<file path="config.mk">
export PLATFORM = sky130hd
export DESIGN_NAME = serial_add_ctrl
export DESIGN_NICKNAME = d
export VERILOG_FILES = /design/src/rtl/serial_add_ctrl.sv
export SDC_FILE = /design/constraint.sdc
export NUM_CORES = 1
export LEC_CHECK = 0
export CORE_ASPECT_RATIO = 0.7
export CORE_MARGIN = 4
export CORE_UTILIZATION = 40
export CTS_BUF_LIST = sky130_fd_sc_hd__clkbuf_16
export CTS_CLUSTER_DIAMETER = 40
export DETAILED_ROUTE_END_ITERATION = 10
export GPL_TIMING_DRIVEN = 0
export MAX_ROUTING_LAYER = met4
export PLACE_DENSITY = 0.66
export SLEW_MARGIN = 30
export SYNTH_ARGS = -nofsm -noshare
export SYNTH_HDL_FRONTEND = slang
export SYNTH_SLANG_ARGS = --single-unit
</file>
<file path="constraint.sdc">
create_clock -name clk -period 1.4 [get_ports clk]
set_input_delay 0.35 -clock clk [delete_from_list [all_inputs] [get_ports clk]]
set_output_delay 0.35 -clock clk [all_outputs]
set_load 0.02 [all_outputs]
</file>
<file path="src/rtl/serial_add_ctrl.sv">
// serial_add_ctrl -- bit-serial adder controller built around a single
// one-bit full adder (fulladder2). Operands are captured on an accepted
// start, summed LSB first over WIDTH cycles, and the result is published
// together with the carry-out and two's-complement overflow flag.
//
// Optional feature macro: SERIAL_ADD_SUB_EN
//   When defined, adds the 'sub' input; sub=1 at start computes a - b as
//   a + ~b + 1 (cin is ignored, cout=1 means no borrow).
//
// Ports:
//   clk       in   clock, all state updates on the rising edge
//   reset     in   synchronous active-high reset
//   start     in   request a new operation (sampled only in IDLE)
//   a, b      in   WIDTH-bit operands, captured on accepted start
//   cin       in   carry-in, captured on accepted start
//   sub       in   subtract request (only with SERIAL_ADD_SUB_EN)
//   busy      out  high while bits are being shifted through the adder
//   done      out  one-cycle pulse when sum/cout/overflow become valid
//   sum       out  WIDTH-bit result, held until the next result
//   cout      out  carry out of the MSB
//   overflow  out  carry into MSB XOR carry out of MSB

// Single-bit full adder shared by the serial datapath.
module fulladder2 (
    input  logic a_i,
    input  logic b_i,
    input  logic cin_i,
    output logic sum_o,
    output logic cout_o
);

    assign sum_o  = a_i ^ b_i ^ cin_i;
    assign cout_o = (a_i & b_i) | (cin_i & (a_i ^ b_i));

endmodule

module serial_add_ctrl #(
    parameter int WIDTH = 8
) (
    input  logic             clk,
    input  logic             reset,
    input  logic             start,
    input  logic [WIDTH-1:0] a,
    input  logic [WIDTH-1:0] b,
    input  logic             cin,
`ifdef SERIAL_ADD_SUB_EN
    input  logic             sub,
`endif
    output logic             busy,
    output logic             done,
    output logic [WIDTH-1:0] sum,
    output logic             cout,
    output logic             overflow
);

    localparam int CNT_W = (WIDTH > 1) ? $clog2(WIDTH) : 1;
    localparam logic [CNT_W-1:0] LAST_BIT = CNT_W'(WIDTH - 1);

    typedef enum logic [1:0] {
        IDLE  = 2'd0,
        SHIFT = 2'd1,
        DONE  = 2'd2
    } state_t;

    state_t             state_q, state_d;
    logic [WIDTH-1:0]   aReg_q, aReg_d;
    logic [WIDTH-1:0]   bReg_q, bReg_d;
    logic               carry_q, carry_d;
    logic [CNT_W-1:0]   bitCnt_q, bitCnt_d;
    logic [WIDTH-1:0]   sum_q, sum_d;
    logic               cout_q, cout_d;
    logic               ovf_q, ovf_d;

    logic               faSum;
    logic               faCout;

    // The only adder in the block: one bit per SHIFT cycle.
    fulladder2 uAdder (
        .a_i    (aReg_q[0]),
        .b_i    (bReg_q[0]),
        .cin_i  (carry_q),
        .sum_o  (faSum),
        .cout_o (faCout)
    );

    // State register and datapath flops; reset aborts any operation and
    // clears every visible output.
    always_ff @(posedge clk) begin
        if (reset) begin
            state_q  <= IDLE;
            aReg_q   <= '0;
            bReg_q   <= '0;
            carry_q  <= 1'b0;
            bitCnt_q <= '0;
            sum_q    <= '0;
            cout_q   <= 1'b0;
            ovf_q    <= 1'b0;
        end else begin
            state_q  <= state_d;
            aReg_q   <= aReg_d;
            bReg_q   <= bReg_d;
            carry_q  <= carry_d;
            bitCnt_q <= bitCnt_d;
            sum_q    <= sum_d;
            cout_q   <= cout_d;
            ovf_q    <= ovf_d;
        end
    end

    // Next-state and datapath logic. The a register doubles as the result
    // shift register: each sum bit enters at the MSB as a[0] leaves at the
    // LSB, so after WIDTH shifts it holds the complete sum. The published
    // outputs only change on the final shift, so partial sums never leak.
    always_comb begin
        state_d  = state_q;
        aReg_d   = aReg_q;
        bReg_d   = bReg_q;
        carry_d  = carry_q;
        bitCnt_d = bitCnt_q;
        sum_d    = sum_q;
        cout_d   = cout_q;
        ovf_d    = ovf_q;

        case (state_q)
            IDLE: begin
                if (start) begin
                    state_d  = SHIFT;
                    aReg_d   = a;
                    bReg_d   = b;
                    carry_d  = cin;
                    bitCnt_d = '0;
`ifdef SERIAL_ADD_SUB_EN
                    // a - b is formed as a + ~b + 1.
                    if (sub) begin
                        bReg_d  = ~b;
                        carry_d = 1'b1;
                    end
`endif
                end
            end

            SHIFT: begin
                aReg_d   = {faSum, aReg_q[WIDTH-1:1]};
                bReg_d   = {1'b0, bReg_q[WIDTH-1:1]};
                carry_d  = faCout;
                bitCnt_d = bitCnt_q + CNT_W'(1);
                if (bitCnt_q == LAST_BIT) begin
                    // carry_q is the carry into the MSB on this last bit.
                    state_d  = DONE;
                    bitCnt_d = '0;
                    sum_d    = {faSum, aReg_q[WIDTH-1:1]};
                    cout_d   = faCout;
                    ovf_d    = carry_q ^ faCout;
                end
            end

            DONE: begin
                state_d = IDLE;
            end

            default: begin
                state_d = IDLE;
            end
        endcase
    end

    assign busy     = (state_q == SHIFT);
    assign done     = (state_q == DONE);
    assign sum      = sum_q;
    assign cout     = cout_q;
    assign overflow = ovf_q;

endmodule
</file>
Yosys cells after proc, flatten, opt, wreduce, memory -nomap -nowiden. Cells that the tools add are included. W data, S select, Z words.

Flip-flop bits (word level): 32. Input port bits: 20. Output and inout bits: 12. Word-level logic and storage cells: 37.

$add $sub $neg: 1. Equality and inequality tests: 5. Muxes and demuxes: 12. Bitwise logic cells: 6. Reduce and logical (&&, ||, !) cells: 5.

Operator list (count): $pmux W8 S2 (2); $mux W8 (2); $mux W3 (2); $pmux W3 S2 (1); $reduce_and A2 Y1 (3); $mux W2 (2); $pmux W2 S2 (1); $add A3 B1 Y3 const B (1); $eq A3 B3 Y1 const B (1); $xor A1 B1 Y1 (3); $and A1 B1 Y1 (2); $eq A2 B1 Y1 const B (1); $eq A2 B2 Y1 const B (1); $logic_not A2 Y1 (1); $ne A2 B1 Y1 const B (1); $ne A2 B2 Y1 const B (1); $pmux W1 S2 (1); $reduce_bool A2 Y1 (1); $mux W1 (1); $or A1 B1 Y1 (1).

Longest topological paths before layout.
Word-level depth: 4. Mapped depth: 6. Gate-level depth less buffers: 5.

Modules after synthesis. Synthesis repeated with hierarchy kept, for this count alone.

Cell total of the unflattened synthesis: 153. Area, all modules: 1492.7 um2.

Modules (own cells, without submodules): serial_add_ctrl (times used 1, cells each 152, area an instance 1472.7 um2, sequential area each 640.6 um2); fulladder2 (times used 1, cells each 1, area an instance 20.0 um2, sequential area each 0.0 um2).

Worst setup path after synthesis. OpenSTA, ideal clock, no wires.

Kind: flip-flop to output port. Start: reg state_q[0]. End: out done. Arrival time: 954 ps. Data required time: 1050 ps. Slack: 96 ps. Stages on the path, launching flop included: 4. Cell sequence: dfxtp_1 > buf_4 > buf_4 > nor2b_1.

Longest elaborated chain between the ends: 1.

Ends and longest elaborated chain: start: declaration (line 65) `state_t state_q, state_d;`; start signal: assignment (line 99) `state_q <= state_d;`; $eq A2 B2 Y1 (line 168) `assign done = (state_q == DONE);`; end: declaration (line 50) `output logic done,`.

Every way passes these cells.

Worst setup path in the final report. Ends and elaborated chain as after synthesis.

==> results.sh <==
export IMPL_status="complete, but fails checks"
export IMPL_failing_checks="setup timing"
export IMPL_holdBufCountCts=0
export IMPL_grt_pass1_wl_um=5600
export IMPL_ys_seq_area_share_pct=46.6
export IMPL_floorplan_row_count=17
export IMPL_critPathBufInv=3
export IMPL_finClkSkew_ps=3.79
export IMPL_grt_setup_unrepaired="yes"
export IMPL_starting_density_pct=42.5
export IMPL_largest_net_degree_at_the_start_of_global_routing=12
export IMPL_htree_levels=2
export IMPL_setup_viol=1
export IMPL_global_route_overflow_total=0
export IMPL_hold_slack_ps=453
export IMPL_seq_power_share_pct=39.8
export IMPL_net_count_after_synthesis=175
export IMPL_remaining_drc_errors=0
export IMPL_power_share_combinational_pct=12.0
export IMPL_power_density_cell_area_nw_per_um2=1230
export IMPL_synth_distinct_cells=25
export IMPL_post_route_min_period_ps=1410
export IMPL_vdd_ir_drop_max_mv=0.575
export IMPL_die_area_um2=4450
export IMPL_synth_seq_cells=32
export IMPL_syn_mean_instance_area_um2=9.05
export IMPL_cpLargestDelayFamily="buffers and inverters"
export IMPL_synth_top_cells_by_area="sky130_fd_sc_hd__dfxtp_1, sky130_fd_sc_hd__mux2i_1, sky130_fd_sc_hd__a211oi_1"
export IMPL_slew_at_the_pin_closest_to_its_max_slew_limit_ps=482
export IMPL_avgViaCountPerCell=5.00
export IMPL_async_reset_ff_share_pct=0
export IMPL_cts_root_buf="sky130_fd_sc_hd__clkbuf_16"
export IMPL_use_met3_pct=5.36
export IMPL_period_share_pct=101
export IMPL_postSynth_topFlopCell="sky130_fd_sc_hd__dfxtp_1"
export IMPL_global_route_usage_total_pct=16.7
export IMPL_cts_path_max_buffers=2
export IMPL_use_met2_pct=24.1
export IMPL_critical_path_top_cell_by_count="sky130_fd_sc_hd__buf_6"
export IMPL_power_report_internal_total_mw=1.95
export IMPL_detailedRoute_firstPassIterationCount=4
export IMPL_globalRouteMet1Util_pct=21.9
export IMPL_final_cell_mix="sky130_fd_sc_hd__dfxtp_1, sky130_fd_sc_hd__nor2_1, sky130_fd_sc_hd__nand2_1, sky130_fd_sc_hd__clkdlybuf4s50_1, sky130_fd_sc_hd__mux2i_1"
export IMPL_synth_edff_count=0
export IMPL_grt_antenna_before_repair=0
export IMPL_timing_critical_path_cells="buf_6 -> buf_12 -> nor2b_4 -> buf_6"
export IMPL_crit_slowest_cell="sky130_fd_sc_hd__dfxtp_4"
export IMPL_endpoint_class_of_the_critical_path="primary output"
export IMPL_detail_route_wirelength_um=3480
export IMPL_grt_busiest_layer="met2"
export IMPL_clk_pin_slew_worst_paths_ps=50
export IMPL_critical_path_startpoint_type="flip-flop"
export IMPL_final_common_cell="sky130_fd_sc_hd__dfxtp_1"
export IMPL_syn_area_um2=1380
export IMPL_critical_path_max_stage_delay_ps=340
export IMPL_cts_tree="yes"
export IMPL_hold_viol_final=0
export IMPL_drive_above_1_share_pct=17.6
export IMPL_post_synth_top_area_fraction_pct=46.6
export IMPL_cts_sinks=32
export IMPL_synthesis_instances=152
export IMPL_routed_via_count=1230
export IMPL_number_of_diodes=0
export IMPL_min_path_type="reg -> reg"
export IMPL_final_setup_worst_slack_ps=-9.51
export IMPL_syn2layout_area_growth_pct=48.0
export IMPL_placement_io_buffers=31
export IMPL_post_dp_hpwl_um=2350
export IMPL_leakagePower_nw=0.860
export IMPL_timing_slew_headroom_pct=67.9
export IMPL_cts_inserted_buffers=5
export IMPL_path_max_fanout=2
export IMPL_place_gp_congestion=0.832
export IMPL_floorplan_io_pins=32
export IMPL_fin_nets=221
export IMPL_p_sw_uw=548
export IMPL_critical_path_class="reg -> out"
export IMPL_die_width_um=78.1
export IMPL_post_synth_top_area_cell="sky130_fd_sc_hd__dfxtp_1"
export IMPL_grt_pass1_vias=1195
export IMPL_worst_ep_required_time_ps=1050
export IMPL_cp_data_arrival_time_ps=1060
export IMPL_floorplan_core_area_um2=3230
export IMPL_final_max_slew_viol_count=0
export IMPL_dieHeight_um=57.1
export IMPL_fmax_ghz=0.709
export IMPL_cap_violations=0
export IMPL_ant_nets=0
export IMPL_clkLatencyLatePin_ps=270
export IMPL_initial_drt_markers=61
export IMPL_switching_share_pct=21.9
export IMPL_total_of_warnings_raised_by_yosys=0
export IMPL_totalPowerFinal_mw=2.50
export IMPL_tns_ps=-9.51
export IMPL_p_clk_share_pct=48.2
export IMPL_wl_per_cell_um=14.1
-- power groups by stage --
stage	clock network (mW)	registers, mW	logic (mW)
6_report	1.20	0.995	0.299
3_5_place_dp	0	1.01	0.258
2_1_floorplan	0	1.00	0.162
3_3_place_gp	0	1.01	0.250
5_1_grt	1.27	0.999	0.325
4_1_cts	1.23	0.996	0.279
-- per-stage QoR --
step	std cells	worst slack [ps]	area, um^2	util (%)
after global placement	230	-361	1740	53.9
after floorplan	152	95.9	1380	-
after global routing	246	-29.4	2030	62.9
final	246	-9.51	2030	62.9
after detailed placement	230	-372	1740	53.9
after CTS	241	-56.7	1950	60.3
-- area by class of cell --
type | count | area, um^2
Sequential cell | 32 | 646
Clock buffer | 5 | 125
Inverter | 2 | 10.0
Fill cell | 289 | 1200
Buffer | 10 | 83.8
Tap cell | 47 | 58.8
Multi-Input combinational cell | 108 | 713
Timing Repair Buffer | 39 | 359
Clock inverter | 3 | 38.8
-- state kept, by name, indices dropped and copies added (netlist names) --
register and cells:
cout 1, state_q 2, sum 8, aReg_q 8, overflow 1, carry_q 1
bReg_q 8, bitCnt_q 3
-- timing repair --
item                                    in CTS  in global routing
endpoints found under the setup margin      21                 18
gates resized for setup                     32                 13
pin swaps                                    1                  1
cloned                                       0                  1
buffers inserted                             4                  4
-- worst paths after layout --
path                                start                      to  slack [ps]  cells past startpoint
setup / recovery  state_q[0]$_SDFFE_PP0P_                    done         -10                      4
hold / removal          cout$_SDFFE_PP0P_       cout$_SDFFE_PP0P_         450                      2
setup reg to reg  state_q[0]$_SDFFE_PP0P_  aReg_q[0]$_SDFFE_PP0P_          60                      5
hold reg to reg         cout$_SDFFE_PP0P_       cout$_SDFFE_PP0P_         450                      2
-- synth_stat cells, types with 2 or more instances --
library cell / n
sky130_fd_sc_hd__a211oi_1: 14
sky130_fd_sc_hd__or3b_1: 3
sky130_fd_sc_hd__dfxtp_1: 32
sky130_fd_sc_hd__a21oi_1: 12
sky130_fd_sc_hd__inv_1: 2
sky130_fd_sc_hd__clkbuf_1: 3
sky130_fd_sc_hd__nand2_1: 18
sky130_fd_sc_hd__nor2_1: 24
sky130_fd_sc_hd__nand2b_1: 4
sky130_fd_sc_hd__mux2i_1: 14
sky130_fd_sc_hd__a22oi_1: 3
sky130_fd_sc_hd__nor3_1: 4
sky130_fd_sc_hd__buf_4: 3
sky130_fd_sc_hd__buf_2: 4
sky130_fd_sc_hd__ha_1: 2
-- layer usage --
| metal | up-vias | share of wire, % |
|---|---|---|
| met3 | 5 | 7.2 |
| met5 | - | 0 |
| li1 | 621 | - |
| met1 | 566 | 50 |
| met2 | 38 | 42 |
| met4 | 0 | 1.3 |
-- cells by family (layout without fill, tap and decap cells) --
kind of cell	count (synthesis)	after routing	share of synthesized area (%)
compound gates	32	32	15.3
xor+xnor	1	1	0.637
fa+ha+maj	3	3	3.28
buf+inv	13	59	5.28
flops	32	32	46.6
mux	14	14	10.2
simple gates	57	58	18.7
-- worst register-to-register path: cells and delay by family, from the launching register on --
kind / cells / cell delay, ps
compound gates: 1 / 150
flops: 1 / 340
simple gates: 2 / 440
buf+inv: 2 / 290
(Power assumes the default switching activity.)
==> patch: new RTL, config.mk and constraints unchanged <==
The 3 states of `state_t` get a one-hot encoding in 3 bits.
--- a/src/rtl/serial_add_ctrl.sv
+++ b/src/rtl/serial_add_ctrl.sv
@@ -56,10 +56,10 @@
     localparam int CNT_W = (WIDTH > 1) ? $clog2(WIDTH) : 1;
     localparam logic [CNT_W-1:0] LAST_BIT = CNT_W'(WIDTH - 1);
 
-    typedef enum logic [1:0] {
-        IDLE  = 2'd0,
-        SHIFT = 2'd1,
-        DONE  = 2'd2
+    typedef enum logic [2:0] {
+        IDLE  = 3'b001,
+        SHIFT = 3'b010,
+        DONE  = 3'b100
     } state_t;
 
     state_t             state_q, state_d;
Check against the original RTL: no difference found for any inputs over 10 cycles, from zero or initial values and one cycle with reset high; not proved beyond that.
==> patch against the unedited design <==
Critical path depth is 2 higher; clock skew increased by 1.2 ps; non-clock buffer count grew 12; largest power group is now sequential cells; highest routed layer unchanged; design area increased by 18%; worst setup slack worse by 130 ps; total power is 1.4% lower; routed wire length rose by 28%; the flow still finishes with violations (setup timing); global-route usage up 2.8 points; sequential cell count increased by 1; area after synthesis is 8.5% higher; count of clock-buffer cells in the layout unchanged.
==> patch: results <==
[run_status]
outcome = "complete, but fails checks"
violations = "setup timing"

[layout]
multiInputCombCellCount = 94
sh_seq_area = 0.2795
fin_nets = 237
seq_cells = 33
multi_input_area_sq_um = 847.1
fill_cells = 282
clkCellAreaFrac = 0.05747
final-nonclk-buf-share = 0.2513
seqCellArea_sq_um = 669.4
n_all_buffers = 61

[worst_setup_path]
r2r_end = "sum[0]"
cpMaxStageDelayCell = "or4bb_4"
reg2regPathDepth = 6
max_stage_delay_ps = 500
cp-end-kind = "flop"
critPathMaxFanout = 5
crit_arrival_ps = 1700

[drt]
drtIter0Drc = 88
postRouteWirelength_mm = 4.456
met3_length_microns = 233
met1Wirelength_mm = 2.054
wl_met2_mm = 2.117

[place]
dpl_cell_area_sq_mm = 0.001911
gp_congestion = 0.8145
pre_cts_slack_ps = -714.6
dpl.hpwl_mm = 2.581

[timing]
setup_tns_ps = -1517
finalSetupViolCount = 18
clock_skew_ps = 5.024
setup_ws_ps = -137.4

[global_route]
grt_usage = 0.1951
grt_pass1_wl_mm = 6.768
grt_pass1_vias = 1370
gr-usage-met2 = 0.3029
grt_max_degree = 11

[pwr]
leakage_nw = 0.9460
ir_worst_vdd_uv = 637.1
switchingPower_uw = 597.9

[synthesis]
synth_area_leaders = "dfxtp_1 (44%), a221oi_2 (8.1%), o22ai_1 (5.5%), nand2_1 (5.0%), inv_1 (4.8%)"
ys_seq_area_frac = 0.4430

[floorplan]
taps = 50

[clocking]
cts_resized = 47
## patch: cell families after synthesis
logic type      Yosys count  synth area share
xor+xnor                  1          0.005874
flops                    33            0.4430
buf+inv                  32            0.1007
compound gates           49            0.2768
fa+ha+maj                 3           0.03020
simple gates             41            0.1435
## patch: worst min path at each step
stage,cells after the start,start,slack [ps],to
floorplan,2,bReg_q[1],440,bReg_q[1]
global placement,2,sum[0],440,sum[0]
detailed placement,2,sum[7],450,sum[7]
CTS,2,sum[4],450,sum[4]
global route,2,sum[0],480,sum[0]
finish,2,bReg_q[5],470,bReg_q[5]
## patch: power by group through the flow
stage | clock network [mW] | registers (mW) | logic (mW)
final | 1.01 | 1.04 | 0.412
after floorplan | 0 | 1.05 | 0.211
after global routing | 1.08 | 1.05 | 0.445
after global placement | 0 | 1.06 | 0.307
after detailed placement | 0 | 1.06 | 0.315
after CTS | 1.02 | 1.04 | 0.368
